$ cat src/rtl/bit_serial_adder_pkg.sv
// rtl/bit_serial_adder_pkg.sv - shared types and helpers for the bit-serial adder
// Contents: state_t (IDLE/RUN/DONE, 2-bit), cnt_w() bit-counter width helper.
package bit_serial_add_pkg;

  typedef enum logic [1:0] {
    IDLE = 2'd0,
    RUN  = 2'd1,
    DONE = 2'd2
  } state_t;

  // Counter is wide enough to hold WIDTH; it never counts past WIDTH-1.
  function automatic int cnt_w(input int width);
    return $clog2(width + 1);
  endfunction

endpackage

$ cat src/rtl/bit_serial_adder_if.sv
// rtl/bit_serial_adder_if.sv - operand/result handshake bundle for bit_serial_adder
// Signals: in_valid/in_ready/a/b/cin (operand side), out_valid/out_ready/sum/cout (result side),
//          ovf only when BIT_SERIAL_ADD_OVF_EN is defined.
// Modports: master (operand source / result sink), slave (the adder).
interface bit_serial_adder_if #(
  parameter int WIDTH = 8
);
  logic             in_valid;
  logic             in_ready;
  logic [WIDTH-1:0] a;
  logic [WIDTH-1:0] b;
  logic             cin;
  logic             out_valid;
  logic             out_ready;
  logic [WIDTH-1:0] sum;
  logic             cout;
`ifdef BIT_SERIAL_ADD_OVF_EN
  logic             ovf;

  modport master (
    output in_valid, a, b, cin, out_ready,
    input  in_ready, out_valid, sum, cout, ovf
  );
  modport slave (
    input  in_valid, a, b, cin, out_ready,
    output in_ready, out_valid, sum, cout, ovf
  );
`else
  modport master (
    output in_valid, a, b, cin, out_ready,
    input  in_ready, out_valid, sum, cout
  );
  modport slave (
    input  in_valid, a, b, cin, out_ready,
    output in_ready, out_valid, sum, cout
  );
`endif
endinterface

$ cat src/rtl/bit_serial_adder_full_adder.sv
// rtl/bit_serial_adder_full_adder.sv - combinational 1-bit full-adder cell
// Ports: a, b, cin (in) -> s, cout (out).
module full_adder (
  input  logic a,
  input  logic b,
  input  logic cin,
  output logic s,
  output logic cout
);
  assign s    = a ^ b ^ cin;
  assign cout = (a & b) | (cin & (a ^ b));
endmodule

$ cat src/rtl/bit_serial_adder.sv
// rtl/bit_serial_adder.sv - bit-serial WIDTH-bit adder, one bit pair per cycle LSB first
// Ports: clk, rst_n (sync, active-low), bus (bit_serial_adder_if.slave).
// Optional: BIT_SERIAL_ADD_OVF_EN adds the registered signed-overflow output bus.ovf.
module bit_serial_adder
  import bit_serial_add_pkg::*;
#(
  parameter int WIDTH = 8
) (
  input  logic                clk,
  input  logic                rst_n,
  bit_serial_adder_if.slave   bus
);

  localparam int               CNT_W = cnt_w(WIDTH);
  localparam logic [CNT_W-1:0] LAST  = CNT_W'(WIDTH - 1);

  state_t           state, state_nxt;
  logic [WIDTH-1:0] a_sh, b_sh, sum_sh, sum_nxt, sum_q;
  logic [CNT_W-1:0] cnt;
  logic             carry, cout_q;
  logic             s_cell, c_cell;
  logic             last_bit;
`ifdef BIT_SERIAL_ADD_OVF_EN
  logic             ovf_q;
`endif

  full_adder u_fa (
    .a    (a_sh[0]),
    .b    (b_sh[0]),
    .cin  (carry),
    .s    (s_cell),
    .cout (c_cell)
  );

  // New sum bit enters at the MSB; after WIDTH shifts bit 0 is the LSB.
  // Shifting the WIDTH+1 concatenation keeps this legal for WIDTH=1.
  assign sum_nxt  = WIDTH'({s_cell, sum_sh} >> 1);
  assign last_bit = (cnt == LAST);

  always_ff @(posedge clk) begin
    if (!rst_n) state <= IDLE;
    else        state <= state_nxt;
  end

  always_comb begin
    state_nxt     = state;
    bus.in_ready  = 1'b0;
    bus.out_valid = 1'b0;
    case (state)
      IDLE: begin
        bus.in_ready = 1'b1;
        if (bus.in_valid) state_nxt = RUN;
      end
      RUN: begin
        if (last_bit) state_nxt = DONE;
      end
      DONE: begin
        bus.out_valid = 1'b1;
        if (bus.out_ready) state_nxt = IDLE;
      end
      default: state_nxt = IDLE;
    endcase
  end

  always_ff @(posedge clk) begin
    if (!rst_n) begin
      a_sh   <= '0;
      b_sh   <= '0;
      sum_sh <= '0;
      sum_q  <= '0;
      cnt    <= '0;
      carry  <= 1'b0;
      cout_q <= 1'b0;
`ifdef BIT_SERIAL_ADD_OVF_EN
      ovf_q  <= 1'b0;
`endif
    end else begin
      case (state)
        IDLE: begin
          if (bus.in_valid) begin
            a_sh  <= bus.a;
            b_sh  <= bus.b;
            carry <= bus.cin;
            cnt   <= '0;
          end
        end
        RUN: begin
          sum_sh <= sum_nxt;
          a_sh   <= a_sh >> 1;
          b_sh   <= b_sh >> 1;
          carry  <= c_cell;
          if (last_bit) begin
            // Result registers change only here, so they hold through DONE and IDLE.
            sum_q  <= sum_nxt;
            cout_q <= c_cell;
`ifdef BIT_SERIAL_ADD_OVF_EN
            // carry is the carry into the MSB on this final cycle.
            ovf_q  <= carry ^ c_cell;
`endif
          end else begin
            cnt <= cnt + 1'b1;
          end
        end
        default: ;
      endcase
    end
  end

  assign bus.sum  = sum_q;
  assign bus.cout = cout_q;
`ifdef BIT_SERIAL_ADD_OVF_EN
  assign bus.ovf  = ovf_q;
`endif

endmodule

$ cat src/flat_wrapper.sv
// flat-port wrapper written by rule: the top's interface ports become plain ports
module bit_serial_adder_flat import bit_serial_add_pkg::*;
#(
  parameter int WIDTH = 8
)
  (clk, rst_n, bus_in_valid, bus_a, bus_b, bus_cin, bus_out_ready, bus_in_ready, bus_out_valid, bus_sum, bus_cout);
  bit_serial_adder_if #(.WIDTH(WIDTH)) bus_i ();
  input  logic clk;
  input  logic rst_n;
  input wire logic [$bits(bus_i.in_valid)-1:0] bus_in_valid;
  input wire logic [$bits(bus_i.a)-1:0] bus_a;
  input wire logic [$bits(bus_i.b)-1:0] bus_b;
  input wire logic [$bits(bus_i.cin)-1:0] bus_cin;
  input wire logic [$bits(bus_i.out_ready)-1:0] bus_out_ready;
  output wire logic [$bits(bus_i.in_ready)-1:0] bus_in_ready;
  output wire logic [$bits(bus_i.out_valid)-1:0] bus_out_valid;
  output wire logic [$bits(bus_i.sum)-1:0] bus_sum;
  output wire logic [$bits(bus_i.cout)-1:0] bus_cout;
  assign bus_i.in_valid = bus_in_valid;
  assign bus_i.a = bus_a;
  assign bus_i.b = bus_b;
  assign bus_i.cin = bus_cin;
  assign bus_i.out_ready = bus_out_ready;
  assign bus_in_ready = bus_i.in_ready;
  assign bus_out_valid = bus_i.out_valid;
  assign bus_sum = bus_i.sum;
  assign bus_cout = bus_i.cout;
  bit_serial_adder #(.WIDTH(WIDTH)) u_core (.clk(clk), .rst_n(rst_n), .bus(bus_i));
endmodule
$ cat config.mk
export PLATFORM = sky130hd
export DESIGN_NAME = bit_serial_adder_flat
export DESIGN_NICKNAME = d
export VERILOG_FILES = /design/src/rtl/bit_serial_adder_pkg.sv /design/src/rtl/bit_serial_adder_if.sv /design/src/rtl/bit_serial_adder_full_adder.sv /design/src/rtl/bit_serial_adder.sv /design/src/flat_wrapper.sv
export SDC_FILE = /design/constraint.sdc
export NUM_CORES = 1
export LEC_CHECK = 0
export CAP_MARGIN = 20
export CORE_MARGIN = 4
export CORE_UTILIZATION = 40
export CTS_CLUSTER_DIAMETER = 120
export DETAILED_ROUTE_END_ITERATION = 8
export DONT_BUFFER_PORTS = 1
export PLACE_DENSITY = 0.64
export SYNTH_ARGS = -nofsm -noshare
export SYNTH_HDL_FRONTEND = slang
export SYNTH_SLANG_ARGS = --single-unit
$ cat constraint.sdc
create_clock -name clk -period 1.7 [get_ports clk]
set_input_delay 0 -clock clk [delete_from_list [all_inputs] [get_ports clk]]
set_output_delay 0 -clock clk [all_outputs]
set_load 0.005 [all_outputs]
After elaboration in Yosys (flattened, before gate mapping) --
Index checks and enable logic that the tools add are counted.
Cells by class: add/subtract/negate cells 1, eq/ne operators 7, mux-type cells 15, bitwise operators 5, reductions and logical operators 6
Operator list (count):
- 8-bit one-hot mux with 2 select lines | 2
- 8-bit two-way mux | 2
- 4-bit two-way mux | 2
- 4-bit one-hot mux with 2 select lines | 1
- 2-bit two-way mux | 3
- 2-bit != test (second input constant) | 3
- 2-bit one-hot mux with 3 select lines | 1
- 3-bit AND reduction | 2
- 4-bit by 1-bit adder with 4-bit output (second input constant) | 1
- 4-bit by 3-bit == test with 1-bit output (second input constant) | 1
- 2-bit AND reduction | 2
- 1-bit two-way mux | 3
- 1-bit bitwise AND | 2
- 2-bit by 1-bit == test with 1-bit output (second input constant) | 1
- 2-bit == test (second input constant) | 1
- 2-bit zero test | 1
- 2-bit by 1-bit != test with 1-bit output (second input constant) | 1
- 1-bit one-hot mux with 2 select lines | 1
- 2-bit nonzero test | 1
- 1-bit XOR | 2
- 1-bit bitwise OR | 1
Storage, ports and cells: flip-flop bits (word level) 40, input port bits 21, output and inout bits 11, word-level logic and storage cells 42

Longest topological paths before layout --
Gate-level depths: netlist of the first run.
depth in word-level cells 4, gate-level depth with buffers 6, gate-level depth less buffers 4

Hierarchy --
From an unflattened synthesis of the first run, not the netlist that was laid out.
Unflattened totals: cell total of the unflattened synthesis 194, area total of the unflattened synthesis 1600.3 µm²
By module, submodules not included:
- bit_serial_adder | instances 1, cells each 193, area an instance 1580.3 µm², seq. area each 780.7 µm²
- full_adder | instances 1, cells each 1, area an instance 20.0 µm², seq. area each 0.0 µm²

Worst setup path after synthesis of the first run --
OpenSTA, ideal clock, no wires.
path type register to register, start point register u_core.cnt[0], end point register u_core.cnt[3], library setup time 0.074 ns, arrival 1.348 ns, required time 1.626 ns, path slack 0.278 ns, stages on the path, launching flop included 5, buffers on the path 0, clock period less this slack 1.422 ns, cell sequence dfxtp_1 > ha_1 > and3b_1 > or4_1 > a31oi_1
Between the ends: word-level cells in the longest chain between the ends 3, elaborated cells between the ends (all ways) 6, those cells by class add/sub: 1; eq/ne: 2; mux: 2; reduce/logical: 1
RTL lines:
- from (decl) | line bit_serial_adder.sv:19 | logic [CNT_W-1:0] cnt;
- from (signal assigned) | line bit_serial_adder.sv:101 | cnt <= cnt + 1'b1;
- 4-bit by 1-bit adder with 4-bit output / 4-bit by 3-bit == test with 1-bit output (equally long branches) | line bit_serial_adder.sv:101, bit_serial_adder.sv:38
- 4-bit two-way mux / 2-bit != test (equally long branches)
- 4-bit one-hot mux with 2 select lines / 3-bit AND reduction (equally long branches)
Parallel ways exist; a longest one is shown, timed or not. The select of a mux whose other input is x is not followed. A chain may end at the register's enable or synchronous reset.

Worst setup path after layout of the first run --
Same ends and word-level chain as after synthesis.

==> results of run 1 <==
==> critical path, stage by stage, from the launching register on <==
cell     delay, ns
dfxtp_1       0.35
ha_1          0.24
and3b_1       0.25
or4_1         0.48
a31oi_1       0.16
==> cell type report <==
type	instances	area, µm²	share of cell area
Sequential cell	39	781	0.396
Inverter	1	3.75	0.00190
Clock inverter	1	5.00	0.00254
Tap cell	50	62.6	0.0317
Clock buffer	6	82.6	0.0419
Multi-Input combinational cell	117	790	0.400
Timing Repair Buffer	25	248	0.126
==> per-layer routing <==
| layer | global-route usage | vias up |
|---|---|---|
| met4 | 0.0626 | 0 |
| li1 | - | 636 |
| met5 | 0 | - |
| met2 | 0.254 | 38 |
| met1 | 0.165 | 564 |
| met3 | 0.0388 | 5 |
==> cell families (layout without fill, tap and decap cells) <==
family                   Yosys count  after routing  synth area share
flip-flops                        39             39             0.475
AND/OR/NAND/NOR                   57             57             0.161
adder cells (fa/ha/maj)            2              2            0.0198
AO/OA/AOI/OAI                     34             34             0.154
buffers and inverters             14             33            0.0442
multiplexers                      24             24             0.146
==> cell usage after synthesis <==
cell       instances
o21ba_2            1
nand2b_4           1
dfxtp_1           39
o2111ai_1          1
a31oi_1            1
o41ai_1            1
buf_6              2
nor2b_1            4
nor2_1             6
o21a_1             1
nand2_1           35
clkbuf_1           7
or3b_2             1
a21oi_1           11
nand4_1            1
buf_2              4
ha_1               1
nor3_1             1
fa_1               1
a22oi_1            2
nand2b_1           1
nor3b_1            1
o2bb2ai_1         14
and2_1             1
inv_1              1
and3b_1            1
o221a_2            1
nand3_1            3
o21bai_1           1
mux2i_1           24
or4_1              1
==> worst max path at each step <==
stage | from | to | slack, ns | cells after the start
6_report | u_core.cnt[0] | u_core.cnt[3] | 0.16 | 4
5_1_grt | u_core.cnt[0] | u_core.bus.sum[2] | 0.05 | 5
4_1_cts | u_core.cnt[0] | u_core.cnt[3] | 0.17 | 4
3_5_place_dp | u_core.cnt[0] | u_core.cnt[3] | 0.17 | 4
3_3_place_gp | u_core.cnt[0] | u_core.cnt[3] | 0.25 | 4
2_1_floorplan | u_core.cnt[0] | u_core.cnt[3] | 0.28 | 4
==> flip-flops by register name, indices dropped and copies added (netlist names) <==
register         count
u_core.a_sh          8
u_core.b_sh          8
u_core.bus.sum       8
u_core.sum_sh        7
u_core.cnt           4
u_core.state         2
u_core.bus.cout      1
u_core.carry         1
==> power by group through the flow <==
| stage | sequential, µW | combinational, µW | clock, µW |
|---|---|---|---|
| 2_1_floorplan | 989 | 123 | 0 |
| 3_3_place_gp | 992 | 138 | 0 |
| 3_5_place_dp | 994 | 142 | 0 |
| 4_1_cts | 974 | 185 | 637 |
| 5_1_grt | 978 | 207 | 668 |
| 6_report | 974 | 186 | 611 |
==> through the flow <==
stage	util	cells	hold slack, ns
after floorplan	-	170	0.148
after global placement	0.424	213	0.127
after detailed placement	0.424	213	0.132
after CTS	0.493	239	0.0438
after global routing	0.493	239	0.0727
final	0.493	239	0.0635
==> out/qor.csv, run 1 <==
metric,value,unit
layout_setup_ws,0.161,ns
dieArea,0.00520,mm²
fp-row-count,23,
wirelength,3430,µm
power_switching,410,µW
grt_pass1_vias,1272,
dp_hpwl,2280,µm
antenna_found_initial,0,
drcViolationCount,0,
vias_per_cell,5.20,
top_layer_used,met4,
syn2layout_area_growth,20.0,%
period_needed,1.54,ns
crit_arrival,1.75,ns
p_int,1360,µW
status,"finished, final reports clean",
wl_met3,172,µm
fmax,0.650,GHz
seq_area_frac_synth,0.475,
portBuffers,0,
synth_area_leaders,"dfxtp_1, mux2i_1, nand2_1",
dr.first_iter.drc_count,80,
globalRouteTotalUtil,0.145,
avgSynthCellArea,9.66,µm²
power.share.clock,0.345,
dr_wl_met2,1690,µm
grt_pass1_wl,5870,µm
worst-path-max-fanout,6,
synthesis.area,0.00164,mm²
hold-path-cell-count,2,
dr.pass1.iters,4,
hold_viol_final,0,
synth_top_area_frac,0.475,
numCtsBuffers,5,
r2r_slack,0.16,ns
drive_gt1_frac,0.0899,
num-fill-cells,355,
worstHoldPathType,primary input to flop,
clk_pin_slew,0.07,ns
routabilityCongestion,0.796,
cp_data_required_time,1.91,ns
vias,1243,
hold_start,rst_n,
start_kind,flop,
clk_latency,0.28,ns
cts_num_sinks,39,
post_cts_buffers,0,
drv_cap,0,
r2r-start,u_core.cnt[0],
cts_root_buf,clkbuf_8,
seqPwrFrac,0.550,
grt_max_degree,25,
final_common_cell,dfxtp_1,
nNetsFinal,212,
cts-htree-levels,2,
synth_cell_types,31,
design_area,0.00197,mm²
drtAntennaViolNets,0,
min_to,u_core.b_sh[7],
period_share,0.905,
synth_nets,193,
layout_common_cells,"dfxtp_1, nand2_1, mux2i_1",
skew,0.00404,ns
wire_per_inst,14.3,µm
yosysTopAreaCell,dfxtp_1,
antenna_cells,0,
cts_resized,0,
p_leak,0.000748,µW
slew_headroom,0.382,
place_ws,0.173,ns
start_util,0.411,
cts_tree,built,
yosysWarnings,0,
r2r-end,u_core.cnt[3],
hold_buffers,19,
die_y,72.1,µm
slew_violations,0,
fin_tns_setup,0,ns
ios,32,
cp-end-kind,flop,
core-area,0.00400,mm²
synth-seq-cells,39,
syn_inst,170,
overflow,0,
ir_worst_vdd,0.617,mV
setup.worst_path.class,flop to flop,
total_power,1770,µW
placed_cell_area,0.00169,mm²
swShare,0.231,
reg2regPathDepth,4,
die_w,72.1,µm
grt_setup_unrepaired,false,
pwr_density_cell,898,mW/mm²
setup_violations,0,
worst_pin_slew,0.924,ns
met1_length,1520,µm
comb_power_share,0.105,
clk_path_buf_depth,2,
Power figures use the tool's default switching activity.
==> run 2: changes to the inputs <==
--- a/config.mk
+++ b/config.mk
@@ -5,6 +5,7 @@
 export SDC_FILE = /design/constraint.sdc
 export NUM_CORES = 1
 export LEC_CHECK = 0
+export ABC_AREA = 1
 export CAP_MARGIN = 20
 export CORE_MARGIN = 4
 export CORE_UTILIZATION = 40
@@ -12,6 +13,7 @@
 export DETAILED_ROUTE_END_ITERATION = 8
 export DONT_BUFFER_PORTS = 1
 export PLACE_DENSITY = 0.64
+export REMOVE_ABC_BUFFERS = 1
 export SYNTH_ARGS = -nofsm -noshare
 export SYNTH_HDL_FRONTEND = slang
 export SYNTH_SLANG_ARGS = --single-unit
==> out/qor.csv, run 2 <==
metric,value,unit
yosysMostFrequentCell,nand2_1,
period_needed,1.35,ns
synth_top_area_frac,0.445,
period_share,0.797,
syn2layout_area_growth,17.3,%
synthFlopType,dfxtp_1,
grt_pass1_wl,6130,µm
path_common_cell,nand2_1,
place_ws,0.339,ns
seq_area_frac_synth,0.445,
yosysTopAreaCell,dfxtp_1,
synth_cell_types,27,
grt_max_degree,34,
layout_common_cells,"nand2_1, dfxtp_1, nor2_1",
syn_inst,222,
grt_pass1_vias,1384,
design_area,0.00206,mm²
wire_per_inst,12.2,µm
clk_latency,0.29,ns
timing.critical_path.buf_inv,1,
nNetsFinal,264,
vias_per_cell,4.82,
crit_path_start,u_core.cnt[0],
worstHoldPathType,primary input to flop,
hold_start,bus_in_valid,
start_kind,flop,
async_reset_ff_frac,0,
globalRouteTotalUtil,0.146,
die_y,74.2,µm
dr.pass1.iters,5,
cts_root_buf,clkbuf_8,
r2r-end,u_core.bus.cout,
worst_pin_slew,0.853,ns
reg2regPathDepth,7,
p_int,1640,µW
cp_top_family,simple AND/OR/NAND/NOR gates,
slowest_delay,0.40,ns
grt_setup_unrepaired,false,
power_switching,486,µW
hold_viol_final,0,
vias,1408,
synthesis.area,0.00175,mm²
worst-path-max-fanout,12,
wirelength,3570,µm
cp_cell_sequence,ha_1 -> nand2_1 -> nor2_4 -> nand2_4 -> clkinv_2 -> nand2_1 -> a21oi_2,
status,"finished, final reports clean",
crit_arrival,1.59,ns
cts_num_sinks,39,
overflow,0,
power.share.clock,0.431,
r2r-start,u_core.cnt[0],
clk_path_buf_depth,2,
drv_cap,0,
fin_tns_setup,0,ns
skew,0.00644,ns
seqPwrFrac,0.464,
synth-seq-cells,39,
slew_headroom,0.431,
antenna_cells,0,
p_leak,0.000847,µW
post-route-util,0.500,
fmax,0.738,GHz
final_common_cell,nand2_1,
drive_gt1_frac,0.149,
start_util,0.426,
r2r_slack,0.35,ns
drcViolationCount,0,
cts_tree,built,
synth_commonest_cells,"nand2_1, dfxtp_1, nor2_1",
hold-path-cell-count,4,
dr.first_iter.drc_count,70,
setup.worst_path.class,flop to flop,
ir_worst_vdd,0.561,mV
pwr_density_cell,1030,mW/mm²
layout_setup_ws,0.345,ns
portBuffers,0,
cts-htree-levels,2,
setup_violations,0,
numCtsBuffers,5,
cp_data_required_time,1.93,ns
drtAntennaViolNets,0,
min_to,u_core.state[0],
cp-end-kind,flop,
slowest_stage,dfxtp_1,
synth_edf_count,0,
avgSynthCellArea,7.90,µm²
routabilityCongestion,0.767,
swShare,0.229,
dp_hpwl,2290,µm
comb_power_share,0.106,
synth_area_leaders,"dfxtp_1, nand2_1, nor2_1",
dieArea,0.00551,mm²
yosysWarnings,0,
ios,32,
fp-row-count,23,
antenna_found_initial,0,
die_w,74.2,µm
placed_cell_area,0.00172,mm²
slew_violations,0,
core-area,0.00412,mm²
clk_pin_slew,0.08,ns
hold_ws,0.0336,ns
==> run 2: cell types whose count changed in the layout (fill, tap and decap cells not counted), moves of 3 or more <==
cell,previous run,this run
nor2b_1,4,0
mux2i_1,24,0
inv_1,1,17
nand2_1,35,45
nand2_2,0,3
o2bb2ai_1,14,0
buf_4,5,2
nor2_1,6,32
o21ai_1,0,9
nand3_1,3,11
a21oi_1,11,6
o21ai_2,0,12
o21ai_0,0,22
==> run 2: cell families after synthesis <==
family                     after synthesis  synth area share
AOI/OAI and AO/OA                       52             0.178
and+or+nand+nor                         97             0.240
DFF                                     39             0.445
buffers and inverters                   32             0.118
adders and majority gates                2            0.0185
==> run 2: layout make-up <==
class / count / area [µm²]
inverters: 22 / 93.8
well taps: 50 / 62.6
repair buffers: 22 / 218
multi-input cells: 151 / 766
clock buffers: 5 / 68.8
flip-flops and latches: 39 / 781
clock inverters: 3 / 67.6
fillers: 396 / 2060
==> run 2: how the worst max path moves through the flow <==
stage                        end  depth (start not counted)
3_3_place_gp   u_core.bus.sum[0]                          7
3_5_place_dp   u_core.bus.sum[4]                          7
2_1_floorplan     u_core.a_sh[1]                          6
4_1_cts           u_core.a_sh[5]                          5
6_report         u_core.bus.cout                          7
5_1_grt        u_core.bus.sum[0]                          7
==> run 2: metal layers <==
layer	wire length, µm	vias to the layer above	global-route usage	part of all wire
li1	-	746	-	-
met1	1720	622	0.189	0.48
met2	1580	33	0.229	0.44
met3	223	7	0.0405	0.062
met4	54	0	0.0593	0.015
met5	0	-	0	0
==> run 2: worst register-to-register path, delay by kind of cell, from the launching register on <==
| kind | cells | cell delay, ns |
|---|---|---|
| simple gates | 4 | 0.44 |
| buf+inv | 1 | 0.14 |
| fa+ha+maj | 1 | 0.21 |
| compound gates | 1 | 0.10 |
| flops | 1 | 0.40 |
==> run 2: through the flow <==
step	instances	total power (µW)
final	292	2120
after global routing	292	2220
after CTS	292	2140
after detailed placement	264	1180
after global placement	264	1180
after floorplan	212	1140
==> run 2: power by group through the flow <==
stage / Sequential [µW] / Combinational (µW) / Clock [µW]
CTS: 984 / 224 / 935
detailed placement: 1010 / 178 / 0
floorplan: 1000 / 142 / 0
finish: 985 / 224 / 914
global route: 990 / 259 / 975
global placement: 1000 / 176 / 0
==> run 2: repair_timing <==
item / in CTS / in global routing
hold endpoints to repair: 39 / 0
setup buffers: 0 / 0
setup endpoints to repair: 0 / 14
resized for setup: 0 / 1
hold buffers: 20 / 0
==> run 3: changes to the inputs <==
==> constraint.sdc (replaced) <==
create_clock -name clk -period 1.4 [get_ports clk]
set_input_delay 0 -clock clk [delete_from_list [all_inputs] [get_ports clk]]
set_output_delay 0 -clock clk [all_outputs]
set_load 0.005 [all_outputs]
==> out/qor.csv, run 3 (same netlist as run 2, synthesis figures left out) <==
metric,value,unit
clk_path_buf_depth,2,
cts_tree,built,
wirelength,3600,µm
r2r-start,u_core.cnt[1],
drv_cap,0,
hold-path-cell-count,4,
cts-htree-levels,2,
worst_pin_slew,0.751,ns
post-route-util,0.509,
syn2layout_area_growth,19.4,%
period_needed,1.28,ns
portBuffers,0,
grt_pass1_wl,6060,µm
overflow,0,
drcViolationCount,0,
pwr_density_cell,1060,mW/mm²
hold_start,rst_n,
clk_latency,0.29,ns
dieArea,0.00551,mm²
start_util,0.426,
ios,32,
min_to,u_core.a_sh[1],
wire_per_inst,12.0,µm
cp_data_required_time,1.63,ns
crit_arrival,1.52,ns
skew,0.00397,ns
fp-row-count,23,
grt_max_degree,31,
grt_pass1_vias,1342,
total_power,2230,µW
slew_headroom,0.498,
routabilityCongestion,0.733,
status,"complete, but fails checks",
dr.pass1.iters,4,
core-area,0.00412,mm²
worstHoldPathType,primary input to flop,
worst-path-max-fanout,12,
globalRouteTotalUtil,0.145,
r2r-end,u_core.bus.cout,
violations,hold timing,
cp-end-kind,flop,
setup.worst_path.class,flop to flop,
antenna_cells,0,
start_kind,flop,
ir_worst_vdd,0.595,mV
cts_root_buf,clkbuf_8,
p_leak,0.000842,µW
clk_pin_slew,0.07,ns
die_w,74.2,µm
final_common_cell,nand2_1,
grt_setup_unrepaired,false,
hold_ws,-0.0229,ns
placed_cell_area,0.00173,mm²
cts_num_sinks,39,
setup_violations,0,
dp_hpwl,2240,µm
design_area,0.00209,mm²
dr.first_iter.drc_count,82,
vias,1421,
r2r_slack,0.12,ns
hold_viol_final,1,
reg2regPathDepth,7,
period_share,0.917,
vias_per_cell,4.75,
drtAntennaViolNets,0,
drive_gt1_frac,0.165,
nNetsFinal,271,
numCtsBuffers,5,
antenna_found_initial,0,
layout_common_cells,"nand2_1, dfxtp_1, nor2_1",
slew_violations,0,
die_y,74.2,µm
fmax,0.779,GHz
-- run 3: what timing repair did --
item / in CTS / in global routing
setup buffers: 0 / 2
resized for setup: 0 / 11
endpoints found under the hold margin: 39 / 8
hold buffers: 22 / 1
endpoints found under the setup margin: 0 / 27
-- run 3: layout make-up --
type                       count  area, µm²
tap                           50       62.6
clock buffer                   7       76.3
multi-input combinational    151        787
sequential                    39        783
inverter                      22       97.6
timing repair buffer          29        283
fill                         401       2020
clock inverter                 1       5.00
-- run 3: worst max-delay path, stage by stage (launching register included) --
cell and delay [ns]:
dfxtp_2 0.36, ha_2 0.19, nand2_1 0.10, nor2_4 0.19
nand2_8 0.12, inv_6 0.10, nand2_1 0.06, a21oi_2 0.10
-- run 3: power breakdown --
| part | internal [µW] | total, µW | leakage, µW | switching [µW] |
|---|---|---|---|---|
| Combinational | 133 | 299 | 0.000480 | 166 |
| Clock | 349 | 733 | 0.0000422 | 383 |
| Sequential | 1170 | 1200 | 0.000320 | 30.3 |
-- run 3: metal layers --
metal | GRT usage | share of wire | vias up
met5 | 0 | 0 | -
met4 | 0.0652 | 0.019 | 0
met3 | 0.0378 | 0.063 | 8
met2 | 0.213 | 0.43 | 34
met1 | 0.200 | 0.49 | 611
li1 | - | - | 768
-- run 3: worst max path at each step --
stage,from,endpoint,slack (ns),depth (start not counted)
2_1_floorplan,u_core.state[1],u_core.a_sh[1],-0.01,6
5_1_grt,u_core.cnt[0],u_core.bus.cout,0.006,7
3_3_place_gp,u_core.cnt[0],u_core.bus.sum[7],0.09,7
4_1_cts,u_core.cnt[0],u_core.bus.sum[0],0.05,7
3_5_place_dp,u_core.cnt[0],u_core.bus.sum[1],0.07,7
6_report,u_core.cnt[1],u_core.bus.cout,0.12,7
-- run 3: per-stage QoR --
stage	hold WS (ns)	TNS, ns	std cells	worst slack (ns)
3_5_place_dp	0.120	0	266	0.0744
6_report	-0.0229	0	299	0.117
3_3_place_gp	0.119	0	266	0.0947
5_1_grt	0.0145	0	299	0.00579
2_1_floorplan	0.108	-0.0267	212	-0.0133
4_1_cts	0.00464	0	296	0.0526
